File: config.mk
export PLATFORM = sky130hd
export DESIGN_NAME = bpm_measure_ctrl
export DESIGN_NICKNAME = d
export VERILOG_FILES = /design/src/rtl/bpm_measure_ctrl.sv
export SDC_FILE = /design/constraint.sdc
export NUM_CORES = 1
export LEC_CHECK = 0
export ABC_AREA = 1
export CAP_MARGIN = 10
export CORE_MARGIN = 4
export CORE_UTILIZATION = 29
export CTS_CLUSTER_DIAMETER = 40
export CTS_CLUSTER_SIZE = 20
export DETAILED_ROUTE_END_ITERATION = 8
export PLACE_DENSITY_LB_ADDON = 0.08
export SYNTH_ARGS = -nofsm -noshare
export SYNTH_HDL_FRONTEND = slang
export SYNTH_SLANG_ARGS = --single-unit
File: constraint.sdc
create_clock -name i_clk -period 2.8 [get_ports i_clk]
set_input_delay 0.7 -clock i_clk [delete_from_list [all_inputs] [get_ports i_clk]]
set_output_delay 0.7 -clock i_clk [all_outputs]
set_load 0.02 [all_outputs]
File: src/rtl/bpm_measure_ctrl.sv
`timescale 1ns/1ps
// ---------------------------------------------------------------------------
// bpm_measure_ctrl
//
// Sequencing controller that sits between the peak detector, the BPM
// time-interval counter and the BPM calculator. Raw peaks are filtered with
// a refractory window before being forwarded to the counter. Each captured
// interval is handed to the calculator, and the counter is then returned to
// idle with a single-cycle done pulse. Two watchdogs cover a missing closing
// beat and a calculator that never answers.
//
// Optional build macro:
//   BPM_CHAIN_EN - when defined, DONE re-enters MEASURE and re-issues the
//                  counter peak, so the closing peak of one interval opens
//                  the next one. When undefined, DONE returns to ARM.
//
// Ports:
//   i_clk            system clock
//   i_rst            synchronous active-high reset
//   i_enable         level enable; low forces IDLE
//   i_peak_in        raw single-cycle peak pulse from the detector
//   o_ctr_en         counter enable (high in every state except IDLE)
//   o_ctr_peak       counter peak_detected, single-cycle pulse
//   i_ctr_valid      counter valid
//   i_ctr_interval   counter time_counter value
//   o_ctr_done       counter BPMCalc_Done, single-cycle pulse
//   o_calc_start     single-cycle start to the BPM calculator
//   o_calc_interval  interval held from calc_start until calc_done
//   i_calc_done      calculator completion pulse
//   o_beat_valid     single-cycle pulse: measurement completed
//   o_beat_interval  last completed interval, held
//   o_no_beat        single-cycle pulse: no closing beat within TIMEOUT
//   o_err            single-cycle pulse: calculator/counter did not respond
//   o_reject_cnt     rejected or dropped peaks, saturating at 255
//   o_state          current FSM state for debug
// ---------------------------------------------------------------------------
module bpm_measure_ctrl #(
  parameter int CNT_W        = 6,
  parameter int MIN_INTERVAL = 4,
  parameter int TIMEOUT      = 60,
  parameter int CALC_TIMEOUT = 16
) (
  input  logic             i_clk,
  input  logic             i_rst,
  input  logic             i_enable,
  input  logic             i_peak_in,
  output logic             o_ctr_en,
  output logic             o_ctr_peak,
  input  logic             i_ctr_valid,
  input  logic [CNT_W-1:0] i_ctr_interval,
  output logic             o_ctr_done,
  output logic             o_calc_start,
  output logic [CNT_W-1:0] o_calc_interval,
  input  logic             i_calc_done,
  output logic             o_beat_valid,
  output logic [CNT_W-1:0] o_beat_interval,
  output logic             o_no_beat,
  output logic             o_err,
  output logic [7:0]       o_reject_cnt,
  output logic [2:0]       o_state
);

  // One watchdog is shared between MEASURE and the calculator states, so it
  // must be wide enough for the larger of the two limits.
  localparam int WD_MAX = (TIMEOUT > CALC_TIMEOUT) ? TIMEOUT : CALC_TIMEOUT;
  localparam int WD_W   = $clog2(WD_MAX + 1);
  localparam int RF_W   = (MIN_INTERVAL < 1) ? 1 : $clog2(MIN_INTERVAL + 1);

  localparam logic [WD_W-1:0] WD_SAT     = WD_W'(WD_MAX);
  localparam logic [WD_W-1:0] WD_MEAS_TO = WD_W'(TIMEOUT - 1);
  localparam logic [WD_W-1:0] WD_CALC_TO = WD_W'(CALC_TIMEOUT - 1);
  localparam logic [RF_W-1:0] RF_MIN     = RF_W'(MIN_INTERVAL);

  typedef enum logic [2:0] {
    ST_IDLE       = 3'd0,
    ST_ARM        = 3'd1,
    ST_MEASURE    = 3'd2,
    ST_WAIT_VALID = 3'd3,
    ST_CALC       = 3'd4,
    ST_DONE       = 3'd5
  } state_t;

  state_t           r_state;
  logic [WD_W-1:0]  r_wd;
  logic [RF_W-1:0]  r_refr;
  logic [7:0]       r_reject_cnt;
  logic             r_ctr_en;
  logic             r_ctr_peak;
  logic             r_ctr_done;
  logic             r_calc_start;
  logic [CNT_W-1:0] r_calc_interval;
  logic             r_beat_valid;
  logic [CNT_W-1:0] r_beat_interval;
  logic             r_no_beat;
  logic             r_err;

  state_t           w_state_nxt;
  logic [WD_W-1:0]  w_wd_nxt;
  logic [RF_W-1:0]  w_refr_nxt;
  logic [1:0]       w_rej_inc;
  logic             w_ctr_peak_nxt;
  logic             w_ctr_done_nxt;
  logic             w_calc_start_nxt;
  logic [CNT_W-1:0] w_calc_interval_nxt;
  logic             w_beat_valid_nxt;
  logic [CNT_W-1:0] w_beat_interval_nxt;
  logic             w_no_beat_nxt;
  logic             w_err_nxt;
  logic [WD_W-1:0]  w_wd_inc;
  logic [RF_W-1:0]  w_refr_inc;
  logic [8:0]       w_rej_sum;
  logic [7:0]       w_reject_nxt;

  // Saturating increments for both timers, and the saturating reject count.
  // A zero-length interval and a dropped peak can land in the same cycle,
  // so the reject counter may advance by two.
  assign w_wd_inc     = (r_wd == WD_SAT) ? r_wd : r_wd + 1'b1;
  assign w_refr_inc   = (r_refr >= RF_MIN) ? r_refr : r_refr + 1'b1;
  assign w_rej_sum    = {1'b0, r_reject_cnt} + {7'd0, w_rej_inc};
  assign w_reject_nxt = w_rej_sum[8] ? 8'hFF : w_rej_sum[7:0];

  // Next-state and next-output logic. Every output is computed here as the
  // value it will hold after the coming edge, so all outputs are registered.
  always_comb begin
    w_state_nxt         = r_state;
    w_wd_nxt            = r_wd;
    w_refr_nxt          = r_refr;
    w_rej_inc           = 2'd0;
    w_ctr_peak_nxt      = 1'b0;
    w_ctr_done_nxt      = 1'b0;
    w_calc_start_nxt    = 1'b0;
    w_calc_interval_nxt = r_calc_interval;
    w_beat_valid_nxt    = 1'b0;
    w_beat_interval_nxt = r_beat_interval;
    w_no_beat_nxt       = 1'b0;
    w_err_nxt           = 1'b0;

    // Peaks arriving while an interval is being evaluated cannot be used.
    if (i_peak_in && (r_state == ST_WAIT_VALID || r_state == ST_CALC ||
                      r_state == ST_DONE)) begin
      w_rej_inc = 2'd1;
    end

    case (r_state)
      ST_IDLE: begin
        if (i_enable) w_state_nxt = ST_ARM;
      end

      ST_ARM: begin
        if (!i_enable) begin
          w_state_nxt = ST_IDLE;
        end else if (i_peak_in) begin
          w_state_nxt    = ST_MEASURE;
          w_ctr_peak_nxt = 1'b1;
          w_wd_nxt       = '0;
          w_refr_nxt     = '0;
        end
      end

      ST_MEASURE: begin
        if (!i_enable) begin
          w_state_nxt    = ST_IDLE;
          w_ctr_done_nxt = 1'b1;
        end else begin
          w_wd_nxt   = w_wd_inc;
          w_refr_nxt = w_refr_inc;
          // An accepted closing peak takes precedence over a timeout in
          // the same cycle.
          if (i_peak_in && (r_refr >= RF_MIN)) begin
            w_state_nxt    = ST_WAIT_VALID;
            w_ctr_peak_nxt = 1'b1;
            w_wd_nxt       = '0;
          end else begin
            if (i_peak_in) w_rej_inc = 2'd1;
            if (r_wd == WD_MEAS_TO) begin
              w_state_nxt    = ST_ARM;
              w_no_beat_nxt  = 1'b1;
              w_ctr_done_nxt = 1'b1;
            end
          end
        end
      end

      ST_WAIT_VALID: begin
        if (!i_enable) begin
          w_state_nxt    = ST_IDLE;
          w_ctr_done_nxt = 1'b1;
        end else if (i_ctr_valid) begin
          // A zero interval is meaningless to the calculator, so it is
          // counted as a reject and the counter is released.
          if (i_ctr_interval == '0) begin
            w_rej_inc      = w_rej_inc + 2'd1;
            w_ctr_done_nxt = 1'b1;
            w_state_nxt    = ST_ARM;
          end else begin
            w_calc_interval_nxt = i_ctr_interval;
            w_calc_start_nxt    = 1'b1;
            w_state_nxt         = ST_CALC;
            w_wd_nxt            = '0;
          end
        end else if (r_wd == WD_CALC_TO) begin
          w_state_nxt    = ST_ARM;
          w_err_nxt      = 1'b1;
          w_ctr_done_nxt = 1'b1;
        end else begin
          w_wd_nxt = w_wd_inc;
        end
      end

      ST_CALC: begin
        if (!i_enable) begin
          w_state_nxt    = ST_IDLE;
          w_ctr_done_nxt = 1'b1;
        end else if (i_calc_done) begin
          w_beat_interval_nxt = r_calc_interval;
          w_beat_valid_nxt    = 1'b1;
          w_ctr_done_nxt      = 1'b1;
          w_state_nxt         = ST_DONE;
        end else if (r_wd == WD_CALC_TO) begin
          w_state_nxt    = ST_ARM;
          w_err_nxt      = 1'b1;
          w_ctr_done_nxt = 1'b1;
        end else begin
          w_wd_nxt = w_wd_inc;
        end
      end

      ST_DONE: begin
        if (!i_enable) begin
          w_state_nxt = ST_IDLE;
        end else begin
`ifdef BPM_CHAIN_EN
          // The closing peak doubles as the opening peak of the next
          // interval: restart the counter straight away.
          w_state_nxt    = ST_MEASURE;
          w_ctr_peak_nxt = 1'b1;
          w_wd_nxt       = '0;
          w_refr_nxt     = '0;
`else
          w_state_nxt = ST_ARM;
`endif
        end
      end

      default: begin
        w_state_nxt = ST_IDLE;
      end
    endcase
  end

  // State, timers and all output registers. Reset overrides everything.
  always_ff @(posedge i_clk) begin
    if (i_rst) begin
      r_state         <= ST_IDLE;
      r_wd            <= '0;
      r_refr          <= '0;
      r_reject_cnt    <= '0;
      r_ctr_en        <= 1'b0;
      r_ctr_peak      <= 1'b0;
      r_ctr_done      <= 1'b0;
      r_calc_start    <= 1'b0;
      r_calc_interval <= '0;
      r_beat_valid    <= 1'b0;
      r_beat_interval <= '0;
      r_no_beat       <= 1'b0;
      r_err           <= 1'b0;
    end else begin
      r_state         <= w_state_nxt;
      r_wd            <= w_wd_nxt;
      r_refr          <= w_refr_nxt;
      r_reject_cnt    <= w_reject_nxt;
      r_ctr_en        <= (w_state_nxt != ST_IDLE);
      r_ctr_peak      <= w_ctr_peak_nxt;
      r_ctr_done      <= w_ctr_done_nxt;
      r_calc_start    <= w_calc_start_nxt;
      r_calc_interval <= w_calc_interval_nxt;
      r_beat_valid    <= w_beat_valid_nxt;
      r_beat_interval <= w_beat_interval_nxt;
      r_no_beat       <= w_no_beat_nxt;
      r_err           <= w_err_nxt;
    end
  end

  assign o_ctr_en        = r_ctr_en;
  assign o_ctr_peak      = r_ctr_peak;
  assign o_ctr_done      = r_ctr_done;
  assign o_calc_start    = r_calc_start;
  assign o_calc_interval = r_calc_interval;
  assign o_beat_valid    = r_beat_valid;
  assign o_beat_interval = r_beat_interval;
  assign o_no_beat       = r_no_beat;
  assign o_err           = r_err;
  assign o_reject_cnt    = r_reject_cnt;
  assign o_state         = r_state;

endmodule
==> impl_metrics.toml <==
[global_routing]
grt_pass1_vias = 2010
grt_pass1_wl_mm = 9.42
grt.total_usage_pct = 13.9
antenna_found_initial = 0
overflow = 0
grt_max_degree = 26

[sta]
tightestPinTransition_ns = 0.386
finalClockSkew_ns = 0.00471
drv_slew = 0
relSlewSlack_pct = 74.2
period_needed_ns = 2.60
clock.fmax_mhz = 384
hold_violations = 0
setup-violations-final = 0
period_share_pct = 93.0

[critical_path]
r2r_setup_slack_ns = 0.23
critPathTopFamily = "simple AND/OR/NAND/NOR gates"
r2r_cells = 17
cp.depth = 15
startpoint_type = "input port"
worstPathCellList = "dlygate4sd2_1 -> nand2_1 -> inv_1 -> nand3_1 -> nand3_1 -> a21oi_2 -> ha_2 -> inv_2 -> fa_2 -> or2_4 -> nor2_4 -> buf_6 -> nand2_2 -> nor3_2 -> a211oi_2"
critPathBufInv = 4
cpPeakStageDelay_ns = 0.32
slowest_stage = "fa_2"
path_max_fanout = 4
crit_arrival_ns = 2.77
path_common_cell = "nand3_1"
criticalPathCategory = "input port to flop"
end_kind = "flop"
critPathRequiredTime_ns = 2.97

[route]
via_count = 2056
route.detailed.drc = 0
wl_mm = 5.67
drt_iter0_drc = 68
ant_nets = 0
vias_per_cell = 4.43
first_pass_iters = 4
wl_per_cell_um = 12.2

[pwr]
p_leak_nw = 1.28
power_density_mw_per_mm2 = 386
vdd_ir_drop_max_uv = 176
p_total_mw = 1.15

[clock_tree]
clk_pin_slew_ns = 0.08
clk_path_buf_depth = 2
cts_hold_buffers = 0
clk_latency_ns = 0.29
clock-sinks = 39
h-tree-depth = 2
cts_root_buf = "clkbuf_8"
numCtsBuffers = 5
tritoncts = "yes"

[synthesis]
synth_area_leaders = "dfxtp_1, nand2_1, inv_1, a21oi_1, nand3_1"
avgSynthCellArea_um2 = 7.00
synthFlopType = "dfxtp_1"
synthDistinctLibCells = 30
yosysWarnings = 0
async_flop_share_pct = 0
synth_edf_count = 0
synth_top_area_share_pct = 38.1
yosysTopAreaCell = "dfxtp_1"
syn_nets = 312
yosys-top-cells-count = "nand2_1, inv_1, dfxtp_1, a21oi_1, nand3_1"
netlist_instances = 293
post-synth-top-count-cell = "nand2_1"
synth_seq_cells = 39
synth_seq_area_share_pct = 38.1
mappedNetlistArea_mm2 = 0.00205

[finish]
fin_area_mm2 = 0.00299
layout-drive-gt1-share_pct = 23.4
area_growth_pct = 45.6
final_core_util_pct = 43.7
layout.nets = 386
multiInputGateArea_mm2 = 0.00114
fillers = 726
regArea_um2 = 781
diodes = 0

[flow_run]
cap_viol_max_count = 0

[placement]
hpwl_mm = 4.06
portBuffers = 41
place_area_mm2 = 0.00272
gp_congestion = 0.831

[floorplan]
initial_core_util_pct = 30.0
num_rows = 30
io_pins = 42
core-area_mm2 = 0.00683
die_y_um = 92.1
die_w_um = 92.1
die-area_mm2 = 0.00848

[hold_path]
hold_path_class = "flop to flop"
min_path_cells = 2

[status]
status = "completed"
per-stage QoR:
step | hold WS (ns) | std cells | setup slack (ns) | TNS [ns]
after floorplan | 0.453 | 293 | 0.0322 | 0
after global placement | 0.450 | 443 | -0.540 | -4.01
after detailed placement | 0.454 | 443 | -0.592 | -4.40
after CTS | 0.470 | 461 | 0.0127 | 0
after global routing | 0.489 | 464 | -0.00741 | -0.00741
final | 0.467 | 464 | 0.196 | 0
final timing paths:
kind,from,to
max,i_peak_in,o_reject_cnt[6]$_SDFF_PP0_
min,o_beat_interval[5]$_SDFFE_PP0P_,o_beat_interval[5]$_SDFFE_PP0P_
max reg2reg,o_state[1]$_SDFF_PP0_,o_reject_cnt[6]$_SDFF_PP0_
min reg2reg,o_beat_interval[5]$_SDFFE_PP0P_,o_beat_interval[5]$_SDFFE_PP0P_
worst reg2reg max path: stages (launching register included):
cell	delay [ns]
dfxtp_1	0.43
inv_1	0.08
nand3_1	0.11
nand3_1	0.09
nand2_1	0.08
inv_1	0.05
nand3_1	0.08
nand3_1	0.10
a21oi_2	0.15
ha_2	0.19
inv_2	0.04
fa_2	0.33
or2_4	0.25
nor2_4	0.11
buf_6	0.10
nand2_2	0.05
nor3_2	0.17
a211oi_2	0.05
state kept, by name, indices dropped and copies added (netlist names):
name,cells
r_wd,6
o_calc_start,1
o_no_beat,1
o_beat_interval,6
o_calc_interval,6
o_ctr_en,1
o_beat_valid,1
o_ctr_peak,1
o_err,1
o_ctr_done,1
r_refr,3
o_reject_cnt,8
o_state,3
logic make-up after synthesis:
kind of cell             synth area share [%]
flip-flops                               38.1
AO/OA/AOI/OAI                            14.0
AND/OR/NAND/NOR                          31.8
buffers and inverters                    10.1
XOR/XNOR                                 1.28
adder cells (fa/ha/maj)                  4.64
final cells by class:
class / instances / area share (%)
Tap cell: 96 / 4.02
Clock inverter: 2 / 1.17
Inverter: 46 / 5.78
Clock buffer: 6 / 2.76
Timing Repair Buffer: 74 / 21.8
Sequential cell: 39 / 26.1
Multi-Input combinational cell: 201 / 38.3
metal layers:
metal	part of all wire (%)	vias to the layer above	track usage (%)	routed length, um
met3	4.6	5	3.53	259
met1	49	918	18.6	2780
met4	1.1	0	4.33	63
met2	45	40	21.8	2560
met5	0	-	0	0
li1	-	1093	-	-
report_power, final:
group / total [mW] / switching [mW] / leakage [nW] / internal, mW
Sequential: 0.563 / 0.00394 / 0.315 / 0.559
Clock: 0.491 / 0.203 / 0.0612 / 0.289
Combinational: 0.0999 / 0.0582 / 0.905 / 0.0417
Total: 1.15 / 0.265 / 1.28 / 0.889
cells in the final DEF, fill, tap and decap left out, types with 7 or more instances in the layout:
cell type	instances
nand2_1	62
inv_1	40
dfxtp_1	39
clkdlybuf4s50_1	32
buf_4	31
a21oi_1	24
nand3_1	22
nor2_1	19
o21ai_0	14
nor2_4	8
nand3_2	7
what timing repair did:
item                                    4_1_cts  5_1_grt
pin swaps                                    12       13
setup buffers                                10        3
gates resized for setup                      18       30
endpoints found under the setup margin        8       14
Power figures use the tool's default switching activity.
